===== config.mk =====
export PLATFORM = sky130hd
export DESIGN_NAME = axi_spi_target
export DESIGN_NICKNAME = d
export VERILOG_FILES = /design/src/rtl/spi_target_pkg.sv /design/src/rtl/spi_target_fifo.sv /design/src/rtl/axi_spi_target.sv
export SDC_FILE = /design/constraint.sdc
export NUM_CORES = 1
export LEC_CHECK = 0
export BUFFER_PORTS_ARGS = -buffer_cell sky130_fd_sc_hd__buf_2
export CAP_MARGIN = 10
export CORE_MARGIN = 1
export CORE_UTILIZATION = 50
export DETAILED_ROUTE_END_ITERATION = 10
export PLACE_DENSITY = 0.7
export SETUP_SLACK_MARGIN = 0.5
export SYNTH_ARGS = -nofsm -noshare
export SYNTH_HDL_FRONTEND = slang
export SYNTH_SLANG_ARGS = --single-unit

===== constraint.sdc =====
create_clock -name clk -period 3.7 [get_ports clk]
set_input_delay 0 -clock clk [delete_from_list [all_inputs] [get_ports clk]]
set_output_delay 0 -clock clk [all_outputs]
set_load 0.01 [all_outputs]

===== src/rtl/spi_target_pkg.sv =====
// Shared definitions for the SPI target peripheral: register offsets
// (addr[3:2]), STATUS/CTRL bit positions, reset constants and FSM states.
package spi_target_pkg;

  localparam logic [1:0] REG_DATA   = 2'd0;
  localparam logic [1:0] REG_STATUS = 2'd1;
  localparam logic [1:0] REG_CTRL   = 2'd2;
  localparam logic [1:0] REG_RSVD   = 2'd3;

  localparam int STAT_RX_EMPTY = 0;
  localparam int STAT_RX_FULL  = 1;
  localparam int STAT_TX_EMPTY = 2;
  localparam int STAT_TX_FULL  = 3;
  localparam int STAT_BUSY     = 4;
  localparam int STAT_OVR      = 8;
  localparam int STAT_UDR      = 9;
  localparam int STAT_TXOVF    = 10;
  localparam int STAT_EOF      = 11;
  localparam int STAT_CNT_LSB  = 16;

  localparam int CTRL_DUMMY_LSB = 0;
  localparam int CTRL_IE_RX     = 8;
  localparam int CTRL_IE_EOF    = 9;
  localparam int CTRL_IE_ERR    = 10;
  localparam int CTRL_CPHA      = 12;
  localparam int CTRL_CPOL      = 13;

  localparam logic [7:0] DUMMY_RST = 8'hFF;

  typedef enum logic {
    IDLE  = 1'b0,
    SHIFT = 1'b1
  } spi_state_t;

endpackage


===== src/rtl/spi_target_fifo.sv =====
// Synchronous byte FIFO used for both the RX and TX paths. A push while full
// is accepted only when a pop happens in the same cycle; pops while empty are
// ignored. The head entry is visible combinationally on head.
module spi_target_fifo #(
  parameter int DEPTH = 8
) (
  input  logic                     clk,
  input  logic                     reset,
  input  logic                     push,
  input  logic [7:0]               push_data,
  input  logic                     pop,
  output logic [7:0]               head,
  output logic [$clog2(DEPTH):0]   count,
  output logic                     full,
  output logic                     empty
);

  localparam int AW = $clog2(DEPTH);

  logic [7:0]    mem [DEPTH];
  logic [AW-1:0] wr_ptr;
  logic [AW-1:0] rd_ptr;
  logic          do_push;
  logic          do_pop;

  assign empty   = (count == '0);
  assign full    = (count == (AW+1)'(DEPTH));
  assign do_pop  = pop && !empty;
  assign do_push = push && (!full || pop);
  assign head    = mem[rd_ptr];

  // Pointer and occupancy bookkeeping; simultaneous push and pop keep count.
  always_ff @(posedge clk) begin
    if (reset) begin
      wr_ptr <= '0;
      rd_ptr <= '0;
      count  <= '0;
    end else begin
      if (do_push) wr_ptr <= wr_ptr + 1'b1;
      if (do_pop)  rd_ptr <= rd_ptr + 1'b1;
      case ({do_push, do_pop})
        2'b10:   count <= count + 1'b1;
        2'b01:   count <= count - 1'b1;
        default: count <= count;
      endcase
    end
  end

  // Storage array; contents need no reset because count gates visibility.
  always_ff @(posedge clk) begin
    if (do_push) mem[wr_ptr] <= push_data;
  end

endmodule


===== src/rtl/axi_spi_target.sv =====
// SPI target with an AXI4-Lite register interface. sck/cs/mosi are
// synchronised into clk (f_clk >= 8*f_sck). Bytes received from the
// controller land in an RX FIFO; bytes returned on miso come from a TX FIFO,
// or CTRL.dummy when it is empty.
// Optional build macro SPI_TARGET_MODE_SEL_EN adds CPOL/CPHA selection in
// CTRL[13:12]; without it the block runs fixed SPI mode 0.
module axi_spi_target
  import spi_target_pkg::*;
#(
  parameter int FIFO_DEPTH = 8,
  parameter int ADDR_W     = 32
) (
  input  logic              clk,
  input  logic              reset,
  input  logic [ADDR_W-1:0] s_axi_awaddr,
  input  logic              s_axi_awvalid,
  output logic              s_axi_awready,
  input  logic [31:0]       s_axi_wdata,
  input  logic [3:0]        s_axi_wstrb,
  input  logic              s_axi_wvalid,
  output logic              s_axi_wready,
  output logic [1:0]        s_axi_bresp,
  output logic              s_axi_bvalid,
  input  logic              s_axi_bready,
  input  logic [ADDR_W-1:0] s_axi_araddr,
  input  logic              s_axi_arvalid,
  output logic              s_axi_arready,
  output logic [31:0]       s_axi_rdata,
  output logic [1:0]        s_axi_rresp,
  output logic              s_axi_rvalid,
  input  logic              s_axi_rready,
  input  logic              sck,
  input  logic              mosi,
  input  logic              cs,
  output logic              miso,
  output logic              miso_oe,
  output logic              irq_out
);

  localparam int CW = $clog2(FIFO_DEPTH) + 1;

  // Synchroniser and edge-detect state
  logic [1:0] sck_ff, cs_ff, mosi_ff;
  logic       sck_prev, cs_prev;
  logic       sck_s, cs_s, mosi_s;
  logic       sck_rise, sck_fall, cs_rise, cs_fall;

  // SPI engine
  spi_state_t state, state_nx;
  logic       start, stop, do_sample, do_shift;
  logic       sample_edge, shift_edge;
  logic [2:0] bit_cnt;
  logic [7:0] rx_shift, tx_shift;
  logic [7:0] rx_byte, load_byte;
  logic       load_pending;
  logic       frame_ok;
  logic       tx_load, byte_done, busy;
  logic       cpol, cpha;

  // FIFO interfaces
  logic [7:0]    rx_head, tx_head;
  logic [CW-1:0] rx_count, tx_count;
  logic          rx_full, rx_empty, tx_full, tx_empty;
  logic          spi_tx_pop, axi_rx_pop, axi_tx_push;

  // Registers
  logic [7:0] dummy;
  logic       ie_rx, ie_eof, ie_err;
  logic [3:0] sticky;
  logic [3:0] sticky_set, sticky_clr;
  logic       ovr_set, udr_set, txovf_set, eof_set;

  // AXI
  logic        wr_en, rd_en;
  logic [1:0]  wr_sel, rd_sel;
  logic [31:0] rd_value, status_word, ctrl_word;
  logic        unused_bits;

  // Two-flop synchronisers followed by a registered previous value for edges.
  always_ff @(posedge clk) begin
    if (reset) begin
      sck_ff   <= '0;
      cs_ff    <= '0;
      mosi_ff  <= '0;
      sck_prev <= 1'b0;
      cs_prev  <= 1'b0;
    end else begin
      sck_ff   <= {sck_ff[0], sck};
      cs_ff    <= {cs_ff[0], cs};
      mosi_ff  <= {mosi_ff[0], mosi};
      sck_prev <= sck_ff[1];
      cs_prev  <= cs_ff[1];
    end
  end

  assign sck_s    = sck_ff[1];
  assign cs_s     = cs_ff[1];
  assign mosi_s   = mosi_ff[1];
  assign sck_rise = sck_s & ~sck_prev;
  assign sck_fall = ~sck_s & sck_prev;
  assign cs_rise  = cs_s & ~cs_prev;
  assign cs_fall  = ~cs_s & cs_prev;

  // Modes 0 and 3 sample on rising sck, modes 1 and 2 on falling sck.
  assign sample_edge = (cpol ^ cpha) ? sck_fall : sck_rise;
  assign shift_edge  = (cpol ^ cpha) ? sck_rise : sck_fall;

  // SPI state register.
  always_ff @(posedge clk) begin
    if (reset) state <= IDLE;
    else       state <= state_nx;
  end

  // Next-state logic and per-cycle engine strobes; cs rise beats any sck edge.
  always_comb begin
    state_nx  = state;
    start     = 1'b0;
    stop      = 1'b0;
    do_sample = 1'b0;
    do_shift  = 1'b0;
    case (state)
      IDLE: begin
        if (cs_fall && frame_ok) begin
          state_nx = SHIFT;
          start    = 1'b1;
        end
      end
      SHIFT: begin
        if (cs_rise) begin
          state_nx = IDLE;
          stop     = 1'b1;
        end else begin
          do_sample = sample_edge;
          do_shift  = shift_edge;
        end
      end
      default: state_nx = IDLE;
    endcase
  end

  assign busy       = (state == SHIFT);
  assign byte_done  = do_sample && (bit_cnt == 3'd7);
  assign rx_byte    = {rx_shift[6:0], mosi_s};
  assign tx_load    = (start && !cpha) || (do_shift && load_pending);
  assign load_byte  = tx_empty ? dummy : tx_head;
  assign spi_tx_pop = tx_load && !tx_empty;
  assign udr_set    = tx_load && tx_empty;
  assign ovr_set    = byte_done && rx_full && !axi_rx_pop;
  assign eof_set    = stop;

  // Shift registers, bit counter, miso drive and the post-reset frame guard.
  always_ff @(posedge clk) begin
    if (reset) begin
      bit_cnt      <= '0;
      rx_shift     <= '0;
      tx_shift     <= '0;
      miso         <= 1'b0;
      miso_oe      <= 1'b0;
      load_pending <= 1'b0;
      frame_ok     <= 1'b0;
    end else begin
      if (cs_s) frame_ok <= 1'b1;
      if (start) begin
        bit_cnt      <= '0;
        miso_oe      <= 1'b1;
        load_pending <= cpha;
      end
      if (stop) begin
        bit_cnt      <= '0;
        miso_oe      <= 1'b0;
        miso         <= 1'b0;
        load_pending <= 1'b0;
      end
      if (do_sample) begin
        rx_shift <= rx_byte;
        bit_cnt  <= bit_cnt + 3'd1;
        if (bit_cnt == 3'd7) load_pending <= 1'b1;
      end
      if (tx_load) begin
        tx_shift     <= load_byte;
        miso         <= load_byte[7];
        load_pending <= 1'b0;
      end else if (do_shift) begin
        tx_shift <= {tx_shift[6:0], 1'b0};
        miso     <= tx_shift[6];
      end
    end
  end

  spi_target_fifo #(.DEPTH(FIFO_DEPTH)) u_rx_fifo (
    .clk       (clk),
    .reset     (reset),
    .push      (byte_done),
    .push_data (rx_byte),
    .pop       (axi_rx_pop),
    .head      (rx_head),
    .count     (rx_count),
    .full      (rx_full),
    .empty     (rx_empty)
  );

  spi_target_fifo #(.DEPTH(FIFO_DEPTH)) u_tx_fifo (
    .clk       (clk),
    .reset     (reset),
    .push      (axi_tx_push),
    .push_data (s_axi_wdata[7:0]),
    .pop       (spi_tx_pop),
    .head      (tx_head),
    .count     (tx_count),
    .full      (tx_full),
    .empty     (tx_empty)
  );

  assign wr_en  = s_axi_awready && s_axi_awvalid && s_axi_wvalid;
  assign rd_en  = s_axi_arready && s_axi_arvalid;
  assign wr_sel = s_axi_awaddr[3:2];
  assign rd_sel = s_axi_araddr[3:2];

  assign axi_tx_push = wr_en && (wr_sel == REG_DATA) && s_axi_wstrb[0];
  assign txovf_set   = axi_tx_push && tx_full && !spi_tx_pop;
  assign axi_rx_pop  = rd_en && (rd_sel == REG_DATA) && !rx_empty;

  assign sticky_set = {eof_set, txovf_set, udr_set, ovr_set};
  assign sticky_clr = (wr_en && (wr_sel == REG_STATUS) && s_axi_wstrb[1]) ?
                      s_axi_wdata[STAT_EOF:STAT_OVR] : 4'b0000;

  assign s_axi_bresp = 2'b00;
  assign s_axi_rresp = 2'b00;

  // AXI handshakes: single-cycle ready pulses, valids held until accepted.
  always_ff @(posedge clk) begin
    if (reset) begin
      s_axi_awready <= 1'b0;
      s_axi_wready  <= 1'b0;
      s_axi_bvalid  <= 1'b0;
      s_axi_arready <= 1'b0;
      s_axi_rvalid  <= 1'b0;
      s_axi_rdata   <= '0;
    end else begin
      s_axi_awready <= s_axi_awvalid && s_axi_wvalid && !s_axi_bvalid && !s_axi_awready;
      s_axi_wready  <= s_axi_awvalid && s_axi_wvalid && !s_axi_bvalid && !s_axi_awready;
      if (wr_en)             s_axi_bvalid <= 1'b1;
      else if (s_axi_bready) s_axi_bvalid <= 1'b0;
      s_axi_arready <= s_axi_arvalid && !s_axi_rvalid && !s_axi_arready;
      if (rd_en) begin
        s_axi_rvalid <= 1'b1;
        s_axi_rdata  <= rd_value;
      end else if (s_axi_rready) begin
        s_axi_rvalid <= 1'b0;
      end
    end
  end

  // CTRL fields, sticky flags (set beats clear) and the registered interrupt.
  always_ff @(posedge clk) begin
    if (reset) begin
      dummy   <= DUMMY_RST;
      ie_rx   <= 1'b0;
      ie_eof  <= 1'b0;
      ie_err  <= 1'b0;
      sticky  <= '0;
      irq_out <= 1'b0;
    end else begin
      if (wr_en && (wr_sel == REG_CTRL)) begin
        if (s_axi_wstrb[0]) dummy <= s_axi_wdata[CTRL_DUMMY_LSB +: 8];
        if (s_axi_wstrb[1]) begin
          ie_rx  <= s_axi_wdata[CTRL_IE_RX];
          ie_eof <= s_axi_wdata[CTRL_IE_EOF];
          ie_err <= s_axi_wdata[CTRL_IE_ERR];
        end
      end
      sticky  <= (sticky & ~sticky_clr) | sticky_set;
      irq_out <= (ie_rx & ~rx_empty) | (ie_eof & sticky[3]) | (ie_err & (|sticky[2:0]));
    end
  end

`ifdef SPI_TARGET_MODE_SEL_EN
  // SPI mode bits; changes are refused while a frame is in progress.
  always_ff @(posedge clk) begin
    if (reset) begin
      cpol <= 1'b0;
      cpha <= 1'b0;
    end else if (wr_en && (wr_sel == REG_CTRL) && s_axi_wstrb[1] && !busy) begin
      cpol <= s_axi_wdata[CTRL_CPOL];
      cpha <= s_axi_wdata[CTRL_CPHA];
    end
  end
`else
  assign cpol = 1'b0;
  assign cpha = 1'b0;
`endif

  // Register read image assembled from live status and stored fields.
  always_comb begin
    status_word = '0;
    status_word[STAT_RX_EMPTY] = rx_empty;
    status_word[STAT_RX_FULL]  = rx_full;
    status_word[STAT_TX_EMPTY] = tx_empty;
    status_word[STAT_TX_FULL]  = tx_full;
    status_word[STAT_BUSY]     = busy;
    status_word[STAT_EOF:STAT_OVR] = sticky;
    status_word[STAT_CNT_LSB +: 8] = 8'(rx_count);

    ctrl_word = '0;
    ctrl_word[CTRL_DUMMY_LSB +: 8] = dummy;
    ctrl_word[CTRL_IE_RX]  = ie_rx;
    ctrl_word[CTRL_IE_EOF] = ie_eof;
    ctrl_word[CTRL_IE_ERR] = ie_err;
    ctrl_word[CTRL_CPHA]   = cpha;
    ctrl_word[CTRL_CPOL]   = cpol;

    rd_value = '0;
    case (rd_sel)
      REG_DATA:   rd_value = rx_empty ? 32'h0 : {23'b0, 1'b1, rx_head};
      REG_STATUS: rd_value = status_word;
      REG_CTRL:   rd_value = ctrl_word;
      default:    rd_value = '0;
    endcase
  end

  assign unused_bits = ^{s_axi_awaddr[ADDR_W-1:4], s_axi_awaddr[1:0],
                         s_axi_araddr[ADDR_W-1:4], s_axi_araddr[1:0],
                         s_axi_wdata[31:11], s_axi_wstrb[3:2], tx_count};

endmodule


==> impl_metrics.json, run 1 <==
{
  "status": "finished, final reports clean",
  "numCtsBuffers": 23,
  "leakage_nw": 3.61,
  "final_nets": 853,
  "diodes": 0,
  "end_kind": "flop",
  "io_pins": 154,
  "swShare_pct": 20.2,
  "clock_path_buffers": 3,
  "hold_path_end": "u_tx_fifo.count[1]$_SDFFE_PP0P_",
  "power_frac_comb_pct": 2.5,
  "grt_pass1_wl_um": 30200,
  "p_clk_share_pct": 43.0,
  "synthDistinctLibCells": 65,
  "antenna_found_initial": 0,
  "antenna_left": 0,
  "hp-start": "reset",
  "portBuffers": 51,
  "drt-total-wl_um": 19300,
  "cts_tree": "yes",
  "yosys.area_share.simple_pct": 11.0,
  "synthFlopType": "edfxtp_1",
  "crit_fanout": 11,
  "start_util_pct": 51.7,
  "slowest_delay_ns": 0.50,
  "vdd_drop_max_mv": 0.457,
  "post-place-ws_ns": 0.802,
  "arrival_ns": 3.35,
  "worst_clock_skew_ns": 0.0122,
  "dp_hpwl_um": 12500,
  "first_pass_iters": 5,
  "rsz0062_at_grt": "false",
  "fin_tns_setup_ns": 0,
  "synthCells": 647,
  "grt_max_degree": 53,
  "synth_top_family_by_area": "multiplexers",
  "yosys_warnings": 0,
  "maxCapViolations": 0,
  "holdPathStages": 2,
  "viasPerCell": 5.69,
  "post-route-drc-count": 0,
  "crit_family": "simple AND/OR/NAND/NOR gates",
  "fin_area_um2": 10400,
  "cp_num_buf_inv": 0,
  "critPathRequiredTime_ns": 4.13,
  "avgSynthCellArea_um2": 14.0,
  "worstMarginPinSlew_ns": 1.05,
  "synthAdderAreaFrac_pct": 1.88,
  "hold_viol_final": 0,
  "worstSkewPairLatency_ns": 0.50,
  "crit_type": "flop to flop",
  "r2r-end": "u_tx_fifo.count[2]$_SDFFE_PP0P_",
  "rrSetupSlack_ns": 0.78,
  "cts_setup_buffers": 0,
  "drv_slew": 0,
  "p_per_area_nw_per_um2": 458,
  "fp.coreArea_um2": 17500,
  "clock.fmax_mhz": 342,
  "slew_headroom_pct": 30.0,
  "clk_pin_slew_ns": 0.06,
  "reg2reg_from": "busy$_SDFF_PP0_",
  "die_h_um": 137,
  "finalCritPeriodShare_pct": 79.0,
  "grt_pass1_vias": 5538,
  "seqPwrFrac_pct": 54.4,
  "intPower_mw": 3.81,
  "ctsResizeCount": 0,
  "cts_root_buf": "clkbuf_16",
  "synth.area.top_cells": "edfxtp_1 42%, dfxtp_1 20%, mux4_2 5.5%",
  "synth_edf_count": 128,
  "synth.top_cell.area_share_pct": 42.4,
  "drtIter0Drc": 338,
  "cpMaxStageDelayCell": "dfxtp_1",
  "yosysSeqAreaShare_pct": 62.7,
  "layout_common_cells": "128 x edfxtp_1, 92 x dfxtp_1, 66 x nor2_1, 51 x buf_2, 27 x dlygate4sd3_1",
  "synth_compound_area_share_pct": 7.57,
  "finalSetupViolCount": 0,
  "vias": 5523,
  "synthMuxAreaShare_pct": 11.7,
  "num_rows": 48,
  "drive_above_1_share_pct": 19.1,
  "place_area_um2": 9480,
  "fill_cells": 1343,
  "p_sw_mw": 0.963,
  "syn_area_um2": 9070,
  "fin_ws_ns": 0.779,
  "synth_top_cell_by_area": "edfxtp_1",
  "track_usage_pct": 21.4,
  "grt-ovfl-total": 0,
  "final_common_cell": "edfxtp_1",
  "wl_per_cell_um": 19.9,
  "path_cells": "and4bb_2, o21ai_0, nor2_4, ha_1, xor2_1, ha_1, a21oi_1, xor2_1, or3_1, a21oi_1",
  "gp_congestion": 0.773,
  "min_path_type": "primary input to flop",
  "period_minus_slack_ns": 2.92,
  "fp.dieW_um": 137,
  "startpoint_type": "flop",
  "async_reset_ff_share_pct": 0,
  "die-area_um2": 18700,
  "r2r_cells": 10,
  "htree_levels": 1,
  "ys_ff_latch": 220,
  "synthXorXnorAreaFrac_pct": 1.25,
  "cts_sinks": 220,
  "syn2layout_area_growth_pct": 14.6
}
[synthesized netlist by cell type, types with 8 or more instances]
library cell / instances
a211o_1: 8
a21oi_1: 19
a22oi_1: 14
buf_4: 23
clkbuf_1: 19
dfxtp_1: 92
edfxtp_1: 128
ha_1: 12
inv_1: 8
mux2_2: 8
mux2i_1: 20
mux4_1: 10
mux4_2: 22
nand2_1: 16
nand2b_1: 11
nand3_1: 9
nor2_1: 66
nor2b_1: 21
nor3_1: 16
o21ai_0: 12
xor2_1: 8
[how the worst max path moves through the flow]
stage	startpoint	endpoint	slack, ns	cells after the start
3_5_place_dp	busy$_SDFF_PP0_	u_tx_fifo.count[2]$_SDFFE_PP0P_	0.80	10
6_report	busy$_SDFF_PP0_	u_tx_fifo.count[2]$_SDFFE_PP0P_	0.78	10
4_1_cts	busy$_SDFF_PP0_	u_tx_fifo.count[2]$_SDFFE_PP0P_	0.78	10
3_3_place_gp	busy$_SDFF_PP0_	u_tx_fifo.count[2]$_SDFFE_PP0P_	0.97	10
2_1_floorplan	cs_prev$_SDFF_PP0_	u_rx_fifo.count[3]$_SDFFE_PP0P_	1.11	11
5_1_grt	busy$_SDFF_PP0_	u_tx_fifo.count[2]$_SDFFE_PP0P_	0.59	10
[final cells by class]
cell class | count | area [um2] | share of cell area (%)
Clock buffer | 36 | 637 | 6.12
Clock inverter | 4 | 17.5 | 0.168
Inverter | 8 | 30.0 | 0.289
Multi-Input combinational cell | 383 | 3100 | 29.8
Sequential cell | 220 | 5690 | 54.7
Tap cell | 225 | 282 | 2.71
Timing Repair Buffer | 94 | 646 | 6.21
[per-stage QoR]
stage	total power, mW	hold WS, ns	std cells	util, %
finish	4.77	0.0170	970	59.3
CTS	4.80	0.0112	970	59.3
global route	4.90	0.0456	970	59.3
detailed placement	2.75	0.216	903	54.0
floorplan	2.72	0.0989	666	-
global placement	2.75	0.215	903	54.0
[state kept, by name, summed over array words and instances, names as in the netlist, 2 cells and up, named ones only]
register	flops
sck_ff	2
sticky	4
cs_ff	2
u_rx_fifo.rd_ptr	3
u_tx_fifo.rd_ptr	3
bit_cnt	3
mosi_ff	2
u_tx_fifo.wr_ptr	3
u_rx_fifo.mem	64
tx_shift	7
u_rx_fifo.count	4
s_axi_rdata	16
u_tx_fifo.mem	64
u_tx_fifo.count	4
u_rx_fifo.wr_ptr	3
dummy	8
rx_shift	7
[cell families (layout without fill, tap and decap cells)]
family	Yosys count	in the layout
flip-flops	220	220
AND/OR/NAND/NOR	183	183
AO/OA/AOI/OAI	93	93
buffers and inverters	63	142
multiplexers	61	61
adder cells (fa/ha/maj)	13	13
XOR/XNOR	13	13
other	1	20
[per-layer routing]
metal | track usage, % | share of wire (%) | vias to the layer above
met5 | 0 | 0 | -
met3 | 2.96 | 4.2 | 43
met2 | 36.3 | 49 | 150
li1 | - | - | 2582
met4 | 6.67 | 3.1 | 0
met1 | 28.4 | 43 | 2748
[timing repair]
item                                    4_1_cts  5_1_grt
endpoints found under the setup margin        0        0
hold endpoints to repair                     86        0
hold buffers                                 27        0
[worst register-to-register path: cells and delay by family (launching register included)]
family / cells / cell delay, ns
AO/OA/AOI/OAI: 3 / 0.75
XOR/XNOR: 2 / 0.27
adder cells (fa/ha/maj): 2 / 0.51
flip-flops: 1 / 0.50
AND/OR/NAND/NOR: 3 / 0.81
[power by group through the flow]
stage / Sequential (mW) / Combinational [mW] / Clock [mW]
after floorplan: 2.65 / 0.0712 / 0
final: 2.60 / 0.121 / 2.05
after CTS: 2.60 / 0.120 / 2.09
after detailed placement: 2.65 / 0.102 / 0
after global routing: 2.60 / 0.134 / 2.17
after global placement: 2.65 / 0.0987 / 0
Note: power is estimated with default switching activity, not from simulation.
==> run 2: changes to the inputs <==
--- a/config.mk
+++ b/config.mk
@@ -5,12 +5,13 @@
 export SDC_FILE = /design/constraint.sdc
 export NUM_CORES = 1
 export LEC_CHECK = 0
+export ABC_AREA = 1
 export BUFFER_PORTS_ARGS = -buffer_cell sky130_fd_sc_hd__buf_2
 export CAP_MARGIN = 10
 export CORE_MARGIN = 1
 export CORE_UTILIZATION = 50
 export DETAILED_ROUTE_END_ITERATION = 10
-export PLACE_DENSITY = 0.7
+export PLACE_DENSITY = 0.73
 export SETUP_SLACK_MARGIN = 0.5
 export SYNTH_ARGS = -nofsm -noshare
 export SYNTH_HDL_FRONTEND = slang
==> constraint.sdc (replaced) <==
create_clock -name clk -period 2.34 [get_ports clk]
set_input_delay 0 -clock clk [delete_from_list [all_inputs] [get_ports clk]]
set_output_delay 0 -clock clk [all_outputs]
set_load 0.01 [all_outputs]
==> run 2 against run 1 <==
Against the previous run: critical path depth is 4 higher; critical endpoint unchanged; global-route usage is 0.90 points higher; setup slack got worse by 0.60 ns; synthesized cell count increased by 62%; non-clock buffer count increased by 81; area after synthesis rose by 4.6%; wire length up 17%.
==> impl_metrics.json, run 2 <==
{
  "status": "finished, final reports clean",
  "worst_clock_skew_ns": 0.0338,
  "finalSetupViolCount": 0,
  "cts_sinks": 220,
  "grt_pass1_vias": 7174,
  "antenna_left": 0,
  "arrival_ns": 2.57,
  "fp.coreArea_um2": 18600,
  "die_h_um": 140,
  "post-place-ws_ns": 0.128,
  "fill_cells": 1360,
  "swShare_pct": 20.7,
  "hold_viol_final": 0,
  "grt_pass1_wl_um": 34800,
  "crit_fanout": 4,
  "finalCritPeriodShare_pct": 92.5,
  "synthFlopType": "edfxtp_1",
  "cts_root_buf": "clkbuf_16",
  "gp_congestion": 0.853,
  "fin_tns_setup_ns": 0,
  "r2r_cells": 14,
  "p_per_area_nw_per_um2": 637,
  "final_nets": 1328,
  "yosysSeqAreaShare_pct": 59.9,
  "num_rows": 50,
  "numCtsBuffers": 22,
  "dp_cells": 1322,
  "leakage_nw": 5.17,
  "startpoint_type": "flop",
  "seqPwrFrac_pct": 53.3,
  "track_usage_pct": 22.3,
  "holdPathStages": 5,
  "p_sw_mw": 1.59,
  "die-area_um2": 19500,
  "clk_pin_slew_ns": 0.07,
  "grt_max_degree": 39,
  "vias": 7607,
  "maxCapViolations": 0,
  "worstMarginPinSlew_ns": 0.620,
  "period_minus_slack_ns": 2.17,
  "slew_headroom_pct": 58.6,
  "grt-ovfl-total": 0,
  "vdd_drop_max_mv": 0.523,
  "end_kind": "flop",
  "synth_edf_count": 128,
  "htree_levels": 1,
  "min_path_type": "primary input to flop",
  "synthCells": 1046,
  "synthTopCellsByCount": "234 x nand2_1, 129 x inv_1, 128 x edfxtp_1",
  "rrSetupSlack_ns": 0.17,
  "ys_ff_latch": 220,
  "final_common_cell": "nand2_1",
  "antenna_found_initial": 0,
  "first_pass_iters": 5,
  "whs_ns": 0.0328,
  "yosys_warnings": 0,
  "avgSynthCellArea_um2": 9.07,
  "wl_per_cell_um": 15.5,
  "diodes": 0,
  "synth.area.top_cells": "edfxtp_1 41%, dfxtp_1 19%, nand2_1 9.3%",
  "drtIter0Drc": 596,
  "async_reset_ff_share_pct": 0,
  "synth.top_cell.area_share_pct": 40.5,
  "power_frac_comb_pct": 3.1,
  "cts_tree": "yes",
  "viasPerCell": 5.23,
  "top_regs": "u_rx_fifo.mem x64, u_tx_fifo.mem x64, s_axi_rdata x16",
  "rsz0062_at_grt": "true",
  "syn2layout_area_growth_pct": 27.2,
  "worstSkewPairLatency_ns": 0.52,
  "io_pins": 154,
  "seqCellArea_um2": 5710,
  "drv_slew": 0,
  "drive_above_1_share_pct": 21.6,
  "p_clk_share_pct": 43.6,
  "synth.most_common_cell": "nand2_1",
  "power.total_mw": 7.70,
  "synth_top_cell_by_area": "edfxtp_1",
  "post-route-drc-count": 0,
  "critPathRequiredTime_ns": 2.74,
  "final-instance-count-excl-fill": 1455,
  "fin_ws_ns": 0.175,
  "clock.fmax_mhz": 462,
  "clock_path_buffers": 3,
  "layout_common_cells": "226 x nand2_1, 128 x edfxtp_1, 119 x inv_1, 105 x nor2_1, 83 x nand3_1",
  "dp_hpwl_um": 13500,
  "intPower_mw": 6.10,
  "portBuffers": 51,
  "syn_area_um2": 9490,
  "fp.dieW_um": 140,
  "crit_type": "flop to flop",
  "start_util_pct": 50.9,
  "synthDistinctLibCells": 42,
  "multi_input_area_um2": 3430,
  "drt-total-wl_um": 22500
}
[run 2: layout make-up]
class / instances / area share (%)
Clock inverter: 9 / 0.694
Clock buffer: 31 / 5.01
Multi-Input combinational cell: 651 / 28.4
Inverter: 135 / 4.38
Timing Repair Buffer: 175 / 11.8
Sequential cell: 220 / 47.3
Tap cell: 234 / 2.42
[run 2: timing repair]
item | 4_1_cts | 5_1_grt
hold buffers | 32 | 0
gates resized for setup | 29 | 75
hold endpoints to repair | 98 | 0
pin swaps | 27 | 33
endpoints found under the setup margin | 103 | 142
buffers inserted | 39 | 22
[run 2: per-layer routing]
| metal | wire (um) | GRT usage [%] |
|---|---|---|
| met1 | 9820 | 29.7 |
| met2 | 11000 | 37.8 |
| met3 | 1280 | 3.34 |
| met4 | 440 | 6.02 |
| met5 | 0 | 0 |
[run 2: cells by family after synthesis]
kind of cell	count (synthesis)	share of synthesized area, %
simple gates	469	20.7
flops	220	59.9
buf+inv	194	8.81
compound gates	142	8.12
fa+ha+maj	13	1.79
xor+xnor	7	0.646
other cells	1	0.0395
[run 2: critical path: stages, from the launching register on]
cell and delay [ns]:
dfxtp_4 0.36, inv_4 0.07, nand4_1 0.19, buf_4 0.22
nand2_4 0.07, nand2_4 0.06, nand2_4 0.07, nand2_4 0.07
ha_4 0.21, xor2_4 0.17, ha_4 0.16, a21oi_2 0.11
xnor2_1 0.08, o21ai_1 0.14, inv_1 0.06
[run 2: final timing paths]
path,endpoint,startpoint
max,u_tx_fifo.count[2]$_SDFFE_PP0P_,busy$_SDFF_PP0_
min,ie_rx$_SDFFE_PP0P_,s_axi_wvalid
max reg2reg,u_tx_fifo.count[2]$_SDFFE_PP0P_,busy$_SDFF_PP0_
min reg2reg,cs_ff[1]$_SDFF_PP0_,cs_ff[0]$_SDFF_PP0_
[run 2: per-stage QoR]
stage	utilization [%]	cell area, um2
finish	64.8	12100
CTS	62.2	11600
global route	64.8	12100
detailed placement	54.5	10200
floorplan	-	9710
global placement	54.5	10200
[run 2: power by group through the flow]
stage | combinational [mW] | sequential [mW] | clock, mW
floorplan | 0.120 | 4.19 | 0
finish | 0.235 | 4.10 | 3.36
CTS | 0.225 | 4.10 | 3.37
detailed placement | 0.185 | 4.19 | 0
global route | 0.258 | 4.10 | 3.54
global placement | 0.183 | 4.19 | 0
==> run 3: changes to the inputs <==
--- a/config.mk
+++ b/config.mk
@@ -12,6 +12,7 @@
 export CORE_UTILIZATION = 50
 export DETAILED_ROUTE_END_ITERATION = 10
 export PLACE_DENSITY = 0.73
+export REMOVE_ABC_BUFFERS = 1
 export SETUP_SLACK_MARGIN = 0.5
 export SYNTH_ARGS = -nofsm -noshare
 export SYNTH_HDL_FRONTEND = slang
==> run 3 against run 2 <==
Against the previous run: the flow now finishes with violations (negative setup slack); clock power is 8.3% higher; first-iteration DRC count is 20% higher; clock-buffer cell count fell by 1; global-route usage increased by 2.0 points.
==> impl_metrics.json, run 3 (synthesis gave the netlist of run 2 again) <==
{
  "path_cells": "inv_2, nand4_1, nand2_2, buf_6, buf_6, buf_6, buf_6, buf_6, buf_6, buf_6, buf_6, buf_8, nor2_4, nor2_2, nand2_1, nor2_2, nor2_2",
  "drv_slew": 0,
  "start_util_pct": 50.9,
  "dp_cells": 1324,
  "track_usage_pct": 24.2,
  "syn2layout_area_growth_pct": 29.8,
  "drtIter0Drc": 718,
  "period_minus_slack_ns": 2.47,
  "maxCapViolations": 0,
  "finalSetupViolCount": 7,
  "vdd_drop_max_mv": 0.622,
  "r2r_cells": 17,
  "cts_tree": "yes",
  "whs_ns": 0.0387,
  "worstMarginPinSlew_ns": 0.650,
  "startpoint_type": "flop",
  "drt-total-wl_um": 26800,
  "fill_cells": 1272,
  "numCtsBuffers": 23,
  "grt-ovfl-total": 0,
  "leakage_nw": 5.28,
  "fin_ws_ns": -0.130,
  "critPathRequiredTime_ns": 2.75,
  "holdPathStages": 3,
  "power_frac_comb_pct": 3.3,
  "grt_pass1_wl_um": 37400,
  "final_common_cell": "nand2_1",
  "gp_congestion": 0.846,
  "crit_top_cell": "buf_6",
  "final_nets": 1335,
  "rsz0062_at_grt": "true",
  "die-area_um2": 19500,
  "power.total_mw": 8.01,
  "first_pass_iters": 5,
  "arrival_ns": 2.88,
  "io_pins": 154,
  "p_per_area_nw_per_um2": 650,
  "slew_headroom_pct": 56.7,
  "multi_input_area_um2": 3510,
  "post-route-drc-count": 0,
  "violations": "negative setup slack",
  "wl_per_cell_um": 18.3,
  "crit_type": "flop to flop",
  "htree_levels": 1,
  "num_rows": 50,
  "clock_path_buffers": 3,
  "final-instance-count-excl-fill": 1464,
  "p_clk_share_pct": 45.4,
  "slowest_delay_ns": 0.34,
  "antenna_found_initial": 1,
  "grt_pass1_vias": 7415,
  "intPower_mw": 6.28,
  "fp.dieW_um": 140,
  "layout_common_cells": "224 x nand2_1, 128 x edfxtp_1, 117 x inv_1, 99 x nor2_1",
  "utilization_pct": 66.1,
  "end_kind": "flop",
  "finalCritPeriodShare_pct": 106,
  "dp_hpwl_um": 13800,
  "swShare_pct": 21.6,
  "die_h_um": 140,
  "hold_viol_final": 0,
  "vias": 8067,
  "fp.coreArea_um2": 18600,
  "cts_sinks": 220,
  "top_regs": "u_rx_fifo.mem x64, u_tx_fifo.mem x64, s_axi_rdata x16",
  "viasPerCell": 5.51,
  "seqPwrFrac_pct": 51.3,
  "worstSkewPairLatency_ns": 0.53,
  "p_sw_mw": 1.73,
  "antenna_left": 0,
  "cts_root_buf": "clkbuf_16",
  "cpMaxStageDelayCell": "dfxtp_2",
  "drive_above_1_share_pct": 23.8,
  "min_path_type": "primary input to flop",
  "crit_fanout": 6,
  "clk_pin_slew_ns": 0.07,
  "status": "finished with violations",
  "clock.fmax_mhz": 405,
  "worst_clock_skew_ns": 0.0222,
  "seqCellArea_um2": 5700,
  "portBuffers": 51,
  "grt_max_degree": 49
}
==> run 3: final cells by class <==
type / count / share of cell area (%)
inverter: 135 / 4.25
clock inverter: 12 / 0.731
clock buffer: 30 / 5.31
timing repair buffer: 181 / 12.5
multi-input combinational: 651 / 28.5
sequential: 220 / 46.3
antenna: 1 / 0.0203
tap: 234 / 2.38
==> run 3: timing repair <==
action / CTS / global route
hold buffers: 32 / 0
gates cloned: 1 / 0
setup endpoints to repair: 135 / 153
setup buffers: 47 / 17
gates resized for setup: 96 / 95
pin swaps: 35 / 43
hold endpoints to repair: 91 / 0
==> run 3: path summary, 6_finish.rpt <==
path	from	slack (ns)	endpoint
worst max-delay path	busy$_SDFF_PP0_	-0.13	miso$_SDFFE_PP0P_
worst max register to register	busy$_SDFF_PP0_	-0.13	miso$_SDFFE_PP0P_
worst min-delay path	reset	0.04	sck_ff[0]$_SDFF_PP0_
worst min register to register	mosi_ff[0]$_SDFF_PP0_	0.41	mosi_ff[1]$_SDFF_PP0_
==> run 3: metal layers <==
| metal | track usage [%] | up-vias | share of wire [%] |
|---|---|---|---|
| met4 | 9.89 | 0 | 5.4 |
| met3 | 3.13 | 156 | 7.3 |
| met1 | 31.1 | 3737 | 39 |
| met2 | 41.5 | 467 | 48 |
| li1 | - | 3707 | - |
| met5 | 0 | - | 0 |
==> run 3: power groups by stage <==
stage / combinational [mW] / clock, mW / sequential, mW
floorplan: 0.0798 / 0 / 4.19
global placement: 0.184 / 0 / 4.19
detailed placement: 0.187 / 0 / 4.19
CTS: 0.235 / 3.62 / 4.10
global route: 0.283 / 3.79 / 4.11
finish: 0.267 / 3.64 / 4.11
==> run 3: through the flow <==
| stage | setup WS [ns] | cell area, um2 | setup TNS [ns] |
|---|---|---|---|
| detailed placement | 0.00126 | 10000 | 0 |
| CTS | 0.301 | 11800 | 0 |
| finish | -0.130 | 12300 | -0.367 |
| global placement | 0.0684 | 10000 | 0 |
| floorplan | -0.120 | 9240 | -0.186 |
| global route | -0.195 | 12300 | -0.441 |
==> run 3: worst max-delay path, delay by kind of cell (launching register included) <==
family | cells | cell delay [ns]
DFF | 1 | 0.34
buffers and inverters | 10 | 1.04
and+or+nand+nor | 7 | 0.95
